--- src/rtl/branch_pkg.sv ---
// Shared encodings for the branch sequencer: condition codes, FSM states and
// flag bit positions within the {N,V,Z} status word.
package branch_pkg;

    localparam logic [2:0] COND_B   = 3'b000;
    localparam logic [2:0] COND_BEQ = 3'b001;
    localparam logic [2:0] COND_BNE = 3'b010;
    localparam logic [2:0] COND_BLT = 3'b011;
    localparam logic [2:0] COND_BLE = 3'b100;

    typedef enum logic [1:0] {
        ST_IDLE = 2'd0,
        ST_EVAL = 2'd1,
        ST_DONE = 2'd2
    } state_t;

    localparam int unsigned FLAG_N = 2;
    localparam int unsigned FLAG_V = 1;
    localparam int unsigned FLAG_Z = 0;

    // True for condition codes with no defined meaning (never taken).
    function automatic logic cond_reserved(input logic [2:0] cond);
        return cond > COND_BLE;
    endfunction

endpackage

--- src/rtl/branch_unit_if.sv ---
// Controller-facing port bundle of the branch unit: ALU flag load, PC
// stepping, branch request/completion and the PC/flags outputs.
interface branch_unit_if #(
    parameter int unsigned PC_W  = 9,
    parameter int unsigned OFF_W = 8
);
    logic             flag_ld;
    logic [2:0]       z_in;
    logic             pc_inc;
    logic             br_req;
    logic [2:0]       br_cond;
    logic [OFF_W-1:0] br_off;
    logic             br_busy;
    logic             br_done;
    logic             br_taken;
    logic [PC_W-1:0]  pc;
    logic [2:0]       flags;

    modport master (
        output flag_ld, z_in, pc_inc, br_req, br_cond, br_off,
        input  br_busy, br_done, br_taken, pc, flags
    );

    modport slave (
        input  flag_ld, z_in, pc_inc, br_req, br_cond, br_off,
        output br_busy, br_done, br_taken, pc, flags
    );
endinterface

--- src/rtl/cond_eval.sv ---
// Combinational branch-condition evaluator over an {N,V,Z} flag word;
// reserved codes evaluate as not taken.
module cond_eval
    import branch_pkg::*;
(
    input  logic [2:0] cond,
    input  logic [2:0] flags,
    output logic       taken
);
    logic n, v, z, lt;

    always_comb begin
        n     = flags[FLAG_N];
        v     = flags[FLAG_V];
        z     = flags[FLAG_Z];
        lt    = n ^ v;
        taken = 1'b0;
        if (!cond_reserved(cond)) begin
            case (cond)
                COND_B:   taken = 1'b1;
                COND_BEQ: taken = z;
                COND_BNE: taken = ~z;
                COND_BLT: taken = lt;
                COND_BLE: taken = lt | z;
                default:  taken = 1'b0;
            endcase
        end
    end
endmodule

--- src/rtl/branch_unit.sv ---
// PC and conditional-branch sequencer: owns the PC and ALU flags register and
// runs each branch through IDLE -> EVAL -> DONE using a captured snapshot.
module branch_unit
    import branch_pkg::*;
#(
    parameter int unsigned PC_W     = 9,
    parameter int unsigned OFF_W    = 8,
    parameter int unsigned RESET_PC = 0
) (
    input  logic      clk,
    input  logic      reset_n,
    branch_unit_if.slave bus
);
    state_t           state_q;
    logic [PC_W-1:0]  pc_q;
    logic [2:0]       flags_q;
    logic             busy_q;
    logic             done_q;
    logic             taken_q;

    logic [2:0]       snap_cond_q;
    logic [OFF_W-1:0] snap_off_q;
    logic [PC_W-1:0]  snap_base_q;
    logic [2:0]       snap_flags_q;

    logic [2:0]       eff_flags;
    logic             cond_taken;
    logic [PC_W-1:0]  off_ext;
    logic [PC_W-1:0]  seq_pc;
    logic [PC_W-1:0]  target_pc;

    // A flag load on the capture edge is forwarded straight into the snapshot.
    assign eff_flags = bus.flag_ld ? bus.z_in : flags_q;

    assign off_ext   = PC_W'($signed(snap_off_q));
    assign seq_pc    = snap_base_q + PC_W'(1);
    assign target_pc = seq_pc + off_ext;

    cond_eval u_cond_eval (
        .cond  (snap_cond_q),
        .flags (snap_flags_q),
        .taken (cond_taken)
    );

    always_ff @(posedge clk or negedge reset_n) begin
        if (!reset_n) begin
            flags_q <= 3'b000;
        end else if (bus.flag_ld) begin
            flags_q <= bus.z_in;
        end
    end

    always_ff @(posedge clk or negedge reset_n) begin
        if (!reset_n) begin
            state_q      <= ST_IDLE;
            pc_q         <= PC_W'(RESET_PC);
            busy_q       <= 1'b0;
            done_q       <= 1'b0;
            taken_q      <= 1'b0;
            snap_cond_q  <= 3'b000;
            snap_off_q   <= '0;
            snap_base_q  <= '0;
            snap_flags_q <= 3'b000;
        end else begin
            case (state_q)
                ST_IDLE: begin
                    if (bus.br_req) begin
                        snap_cond_q  <= bus.br_cond;
                        snap_off_q   <= bus.br_off;
                        snap_base_q  <= pc_q;
                        snap_flags_q <= eff_flags;
                        busy_q       <= 1'b1;
                        state_q      <= ST_EVAL;
                    end else if (bus.pc_inc) begin
                        pc_q <= pc_q + PC_W'(1);
                    end
                end
                ST_EVAL: begin
                    pc_q    <= cond_taken ? target_pc : seq_pc;
                    taken_q <= cond_taken;
                    done_q  <= 1'b1;
                    state_q <= ST_DONE;
                end
                ST_DONE: begin
                    done_q  <= 1'b0;
                    busy_q  <= 1'b0;
                    state_q <= ST_IDLE;
                end
                default: begin
                    done_q  <= 1'b0;
                    busy_q  <= 1'b0;
                    state_q <= ST_IDLE;
                end
            endcase
        end
    end

    assign bus.br_busy  = busy_q;
    assign bus.br_done  = done_q;
    assign bus.br_taken = taken_q;
    assign bus.pc       = pc_q;
    assign bus.flags    = flags_q;
endmodule

--- src/flat_wrapper.sv ---
// flat-port wrapper written by rule: the top's interface ports become plain ports
module branch_unit_flat import branch_pkg::*;
#(
    parameter int unsigned PC_W     = 9,
    parameter int unsigned OFF_W    = 8,
    parameter int unsigned RESET_PC = 0
)
  (clk, reset_n, bus_flag_ld, bus_z_in, bus_pc_inc, bus_br_req, bus_br_cond, bus_br_off, bus_br_busy, bus_br_done, bus_br_taken, bus_pc, bus_flags);
  branch_unit_if #(.PC_W(PC_W), .OFF_W(OFF_W)) bus_i ();
  input  logic clk;
  input  logic reset_n;
  input wire logic [$bits(bus_i.flag_ld)-1:0] bus_flag_ld;
  input wire logic [$bits(bus_i.z_in)-1:0] bus_z_in;
  input wire logic [$bits(bus_i.pc_inc)-1:0] bus_pc_inc;
  input wire logic [$bits(bus_i.br_req)-1:0] bus_br_req;
  input wire logic [$bits(bus_i.br_cond)-1:0] bus_br_cond;
  input wire logic [$bits(bus_i.br_off)-1:0] bus_br_off;
  output wire logic [$bits(bus_i.br_busy)-1:0] bus_br_busy;
  output wire logic [$bits(bus_i.br_done)-1:0] bus_br_done;
  output wire logic [$bits(bus_i.br_taken)-1:0] bus_br_taken;
  output wire logic [$bits(bus_i.pc)-1:0] bus_pc;
  output wire logic [$bits(bus_i.flags)-1:0] bus_flags;
  assign bus_i.flag_ld = bus_flag_ld;
  assign bus_i.z_in = bus_z_in;
  assign bus_i.pc_inc = bus_pc_inc;
  assign bus_i.br_req = bus_br_req;
  assign bus_i.br_cond = bus_br_cond;
  assign bus_i.br_off = bus_br_off;
  assign bus_br_busy = bus_i.br_busy;
  assign bus_br_done = bus_i.br_done;
  assign bus_br_taken = bus_i.br_taken;
  assign bus_pc = bus_i.pc;
  assign bus_flags = bus_i.flags;
  branch_unit #(.PC_W(PC_W), .OFF_W(OFF_W), .RESET_PC(RESET_PC)) u_core (.clk(clk), .reset_n(reset_n), .bus(bus_i));
endmodule
--- config.mk ---
export PLATFORM = sky130hd
export DESIGN_NAME = branch_unit_flat
export DESIGN_NICKNAME = d
export VERILOG_FILES = /design/src/rtl/branch_pkg.sv /design/src/rtl/branch_unit_if.sv /design/src/rtl/cond_eval.sv /design/src/rtl/branch_unit.sv /design/src/flat_wrapper.sv
export SDC_FILE = /design/constraint.sdc
export NUM_CORES = 1
export LEC_CHECK = 0
export CAP_MARGIN = 20
export CORE_MARGIN = 2
export CORE_UTILIZATION = 51
export DETAILED_ROUTE_END_ITERATION = 10
export PLACE_DENSITY_LB_ADDON = 0.25
export SETUP_SLACK_MARGIN = 0.02
export SLEW_MARGIN = 20
export SYNTH_ARGS = -nofsm -noshare
export SYNTH_HDL_FRONTEND = slang
export SYNTH_SLANG_ARGS = --single-unit
export TNS_END_PERCENT = 20
--- constraint.sdc ---
create_clock -name clk -period 3.25 [get_ports clk]
set_clock_uncertainty 0.05 [all_clocks]
set_input_delay 0.65 -clock clk [delete_from_list [all_inputs] [get_ports clk]]
set_output_delay 0.65 -clock clk [all_outputs]
set_load 0.05 [all_outputs]
# Word-level counts from Yosys, hierarchy flattened
# Index checks and enable logic that the tools add are counted.
# totals
register_bits	40
in_bits	19
out_inout_bits	15
word_cells	44
# op_classes
n_addsub	3
order_cmp	1
eq_ne	8
n_mux	12
bitwise_logic	4
n_reduce_logical	6
# ops
op	count
$mux W9	3
$add A9 B1 Y9 const B	2
$pmux W9 S2	1
$add A9 B9 Y9	1
$eq A3 B2 Y1 const B	2
$ne A2 B2 Y1 const B	3
$pmux W1 S5	1
$pmux W1 S2	2
$pmux W2 S2	1
$reduce_and A2 Y1	2
$eq A3 B1 Y1 const B	1
$eq A3 B3 Y1 const B	1
$gt A3 B3 Y1 const B	1
$logic_not A3 Y1	1
$mux W3	1
$reduce_and A3 Y1	1
$eq A2 B1 Y1 const B	1
$logic_not A2 Y1	1
$mux W1	2
$mux W2	1
$not A1 Y1	2
$reduce_bool A2 Y1	1
$or A1 B1 Y1	1
$xor A1 B1 Y1	1

# Logic depth before layout (Yosys ltp)
# logic_depth
depth_word	6
depth_mapped	11
mapped_depth_nobuf	11

# Cells and area by module
# From an unflattened synthesis, not the netlist that was laid out.
# hier_totals
hier_cells	224
hier_area_um2	2293.4
# by_module_without_submodules
mod	n_inst	cells_per_inst	area_per_inst_um2	seq_area_each_um2
branch_unit	1	217	2252.2	1001.0
cond_eval	1	7	41.3	0.0

# Least setup slack after synthesis
# Ideal clock, no wire load.
# synth_timing
kind	register to register
start	register u_core.snap_base_q[2]
end	register u_core.pc_q[7] (netlist: u_core.bus.pc[7])
setup_ns	0.087
arrival_ns	2.268
t_required_ns	3.113
slack_ns	0.846
path_stages_with_launch	10
path_buffers	0
synth_period_minus_slack_ns	2.404
path_cell_list	dfrtp_1 -> and3_1 -> and2_1 -> nand4_1 -> xnor2_1 -> ha_1 -> or4b_2 -> o211ai_1 -> mux2i_1 -> o211ai_1
# synth_between
elab_chain_cells	4
# synth_rtl
element	line_no	source
start, declared	branch_unit.sv:23	logic [PC_W-1:0] snap_base_q;
start signal, assigned	branch_unit.sv:70	snap_base_q <= pc_q;
$add A9 B1 Y9 *	branch_unit.sv:36	assign seq_pc = snap_base_q + PC_W'(1);
$add A9 B9 Y9	branch_unit.sv:37	assign target_pc = seq_pc + off_ext;
$mux W9 *	branch_unit.sv:79	pc_q <= cond_taken ? target_pc : seq_pc;
$pmux W9 S2 *	branch_unit.sv:65	case (state_q)
end signal, assigned	branch_unit.sv:56	pc_q <= PC_W'(RESET_PC);
end signal, assigned	branch_unit.sv:75	pc_q <= pc_q + PC_W'(1);
end signal, assigned	branch_unit.sv:79	
end, declared	branch_unit.sv:15	logic [PC_W-1:0] pc_q;
# Mark *: on every way between the ends. The rest lies on a longest branch, timed or not.
# A chain may end at the register's enable or synchronous reset.

# Worst setup path after layout
# Ends and elaborated chain as after synthesis.

==> metrics.csv <==
stage;metric;value;unit
logic_synthesis;synthesized flop and latch total;40;
logic_synthesis;ranking of synthesized cells by area;dfrtp_1 44%, mux2_2 11%, ha_1 6.0%;
detailed_routing;Vias;1753;
logic_synthesis;Synth Instances;219;
run;maxcap violations;0;
global_routing;Overflow after GRT;0;
logic_synthesis;sequential share of the synthesized area;43.9;%
die;IO Pins;34;
critical_path;kind of critical path;reg -> reg;
critical_path;Worst path max stage delay;0.61;ns
critical_path;Cell Chain, Critical Path;and3_1 -> and2_1 -> nand4_1 -> xnor2_1 -> ha_1 -> or4b_2 -> o211ai_1 -> mux2i_1 -> o211ai_1;
die;area of the core;0.00432;sq mm
global_routing;number of global-route vias before repair;1663;
min_path;Hold Path Class;in -> async;
timing;Max Clk Rate;386;MHz
critical_path;CP startpoint;u_core.snap_base_q[2];
cts;Root Driver;clkbuf_8;
critical_path;r2r startpoint;u_core.snap_base_q[2];
critical_path;Worst setup SP type;flop;
timing;Max-slew headroom;40.8;%
global_routing;initial antenna violation count;0;
critical_path;delay-heaviest family, CP;simple AND/OR/NAND/NOR gates;
power;Pleak;1.14;nW
detailed_routing;DRT Pass-1 Iters;4;
cts;Inserted Clock Buffers;5;
cts;H-tree levels;2;
final_layout;area grow syn2layout;20.1;%
detailed_routing;Final ANT Viol Nets;0;
logic_synthesis;Mean Syn Cell Area;10.4;sq um
critical_path;CP required;3.41;ns
critical_path;Critical path buffers and inverters;0;
die;Rows;24;
final_layout;share of cells above drive strength 1;14.1;%
timing;Slew Viols, Final;0;
timing;period utilization;79.7;%
global_routing;first-pass GRT wire length;7.71;mm
logic_synthesis;top_reg_cell synth;dfrtp_1;
cts;CTS tree;built;
detailed_routing;mean routed wirelength per cell;15.0;microns
detailed_routing;DRC Markers;0;
cts;cts hold-fix bufs;0;
die;die footprint;0.00503;sq mm
placement;Final HPWL DP;3.30;mm
timing;Hold Vio Cnt, Final;0;
logic_synthesis;asr flop ratio synth;100;%
cts;post-cts gate resize count;0;
power;peak supply drop;474;uV
detailed_routing;Vias per Instance;5.71;
critical_path;Worst Path Max Fanout;7;
placement;GPL Wtd Cong;0.747;
cts;clk sink count;40;
detailed_routing;final WL;4.60;mm
final_layout;diode count;0;
critical_path;slowest cell on the critical path;or4b_2;
timing;Slew @ Worst Pin;0.889;ns
global_routing;Tot GR Track Use;19.3;%
power;P per Cell Area;1010;mW/mm^2
logic_synthesis;most common cell in the synthesized netlist;dfrtp_1;
cts;Worst-Skew Late Latency;0.29;ns
global_routing;largest net degree at the start of global routing;41;
logic_synthesis;Mapped Nets;250;
critical_path;WP data arrival;2.75;ns
logic_synthesis;number of flops mapped to enable cells by yosys;0;
timing;final setup violation count;0;
status;status;complete, no violations;
cts;Worst-path clk slew;0.08;ns
final_layout;design area;0.00274;sq mm
placement;port bufs;33;
logic_synthesis;cell taking the most area after synthesis;dfrtp_1;
logic_synthesis;Post-Syn Area;0.00228;sq mm
critical_path;Worst Setup End Kind;flop;
logic_synthesis;synth unique cells;43;
timing;RSZ-0062 raised after global routing;false;
timing;Setup TNS;0;ns
timing;fin crit period;2.59;ns
die;Initial Util;52.8;%
die;Die Y-Extent;70.9;microns
final_layout;nets@finish;286;
cts;CTS Buffer Depth;2;
logic_synthesis;Synth top area share;43.9;%
placement;dpl cell area;0.00266;sq mm
critical_path;most frequent CP cell;o211ai_1;
detailed_routing;drt initial violations;117;
die;die width;70.9;microns
logic_synthesis;Commonest cells post-synth;40 x dfrtp_1, 23 x mux2_2, 14 x nor2_1;
cts;postcts setup bufs;0;
logic_synthesis;Yosys warning total;0;
-- final timing paths --
check	slack (ns)	endpoint	cells after the start
max in group asynchronous	2.17	u_core.snap_flags_q[2]	1
min reg2reg	0.43	u_core.bus.br_done	1
min	0.43	u_core.bus.br_done	1
max	0.66	u_core.bus.pc[7]	9
max reg2reg	0.66	u_core.bus.pc[7]	9
min in group clk	0.43	u_core.bus.br_done	1
-- per-layer routing --
metal	vias up	global-route usage, %	wire length [microns]
li1	871	-	-
met1	832	28.4	2270
met2	46	29.3	2030
met3	4	3.56	252
met4	0	5.66	50
met5	-	0	0
-- power breakdown --
| part | leakage [nW] | switching, mW | internal (mW) |
|---|---|---|---|
| Clock | 0.0410 | 0.168 | 0.146 |
| Sequential | 0.471 | 0.196 | 0.672 |
| Combinational | 0.625 | 0.898 | 0.681 |
| Total | 1.14 | 1.26 | 1.50 |
-- registers in the layout, summed over array words and instances, names as in the netlist, 2 cells and up --
register,count
u_core.snap_base_q,9
u_core.snap_off_q,8
u_core.bus.pc,9
u_core.snap_cond_q,3
u_core.state_q,2
u_core.bus.flags,3
u_core.snap_flags_q,3
-- logic make-up (layout without fill, tap and decap cells) --
kind of cell             after synthesis  in the layout  synth area share, %
buffers and inverters                 14             50                 2.63
AND/OR/NAND/NOR                       59             59                 13.4
adder cells (fa/ha/maj)               12             12                 6.91
flip-flops                            40             40                 43.9
multiplexers                          27             27                 13.1
AO/OA/AOI/OAI                         54             54                 15.1
XOR/XNOR                              13             13                 4.99
-- final cells by class --
type,count,area (sq um)
Clock buffer,6,72.6
Inverter,8,30.0
Timing Repair Buffer,35,340
Sequential cell,40,1000
Multi-Input combinational cell,165,1230
Tap cell,52,65.1
Fill cell,368,1580
Clock inverter,1,5.00
-- cell usage in the layout (no fill, tap or decap), types with 3 or more instances in the layout --
cell type        count
dfrtp_1             40
nand3_1             11
o31ai_1              3
mux2i_1              4
xnor2_1             10
a211oi_1             3
nor2b_1              4
o211ai_1             5
clkbuf_8             5
mux2_2              23
nor2_1              14
inv_1                8
nand2_1             12
o21ai_0             12
nand4_1              3
xor2_1               3
clkdlybuf4s50_1     32
nand2b_1             3
a21o_1               3
a21oi_1             12
ha_1                11
-- metrics by stage --
step | utilization [%] | hold slack, ns | setup WS [ns] | power [mW] | instances
final | 63.4 | 0.429 | 0.660 | 2.76 | 307
after global routing | 63.4 | 0.449 | 0.467 | 2.97 | 307
after CTS | 63.4 | 0.433 | 0.652 | 2.77 | 307
after detailed placement | 61.6 | 0.421 | 0.690 | 2.44 | 300
after global placement | 61.6 | 0.411 | 0.739 | 2.40 | 300
after floorplan | - | 0.304 | 0.846 | 2.02 | 219
-- worst reg2reg max path, cell delays in order, from the launching register on --
cell and delay (ns):
dfrtp_1 0.41, and3_1 0.19, and2_1 0.17, nand4_1 0.12
xnor2_1 0.17, ha_1 0.38, or4b_2 0.61, o211ai_1 0.17
mux2i_1 0.09, o211ai_1 0.16
Power figures use the tool's default switching activity.
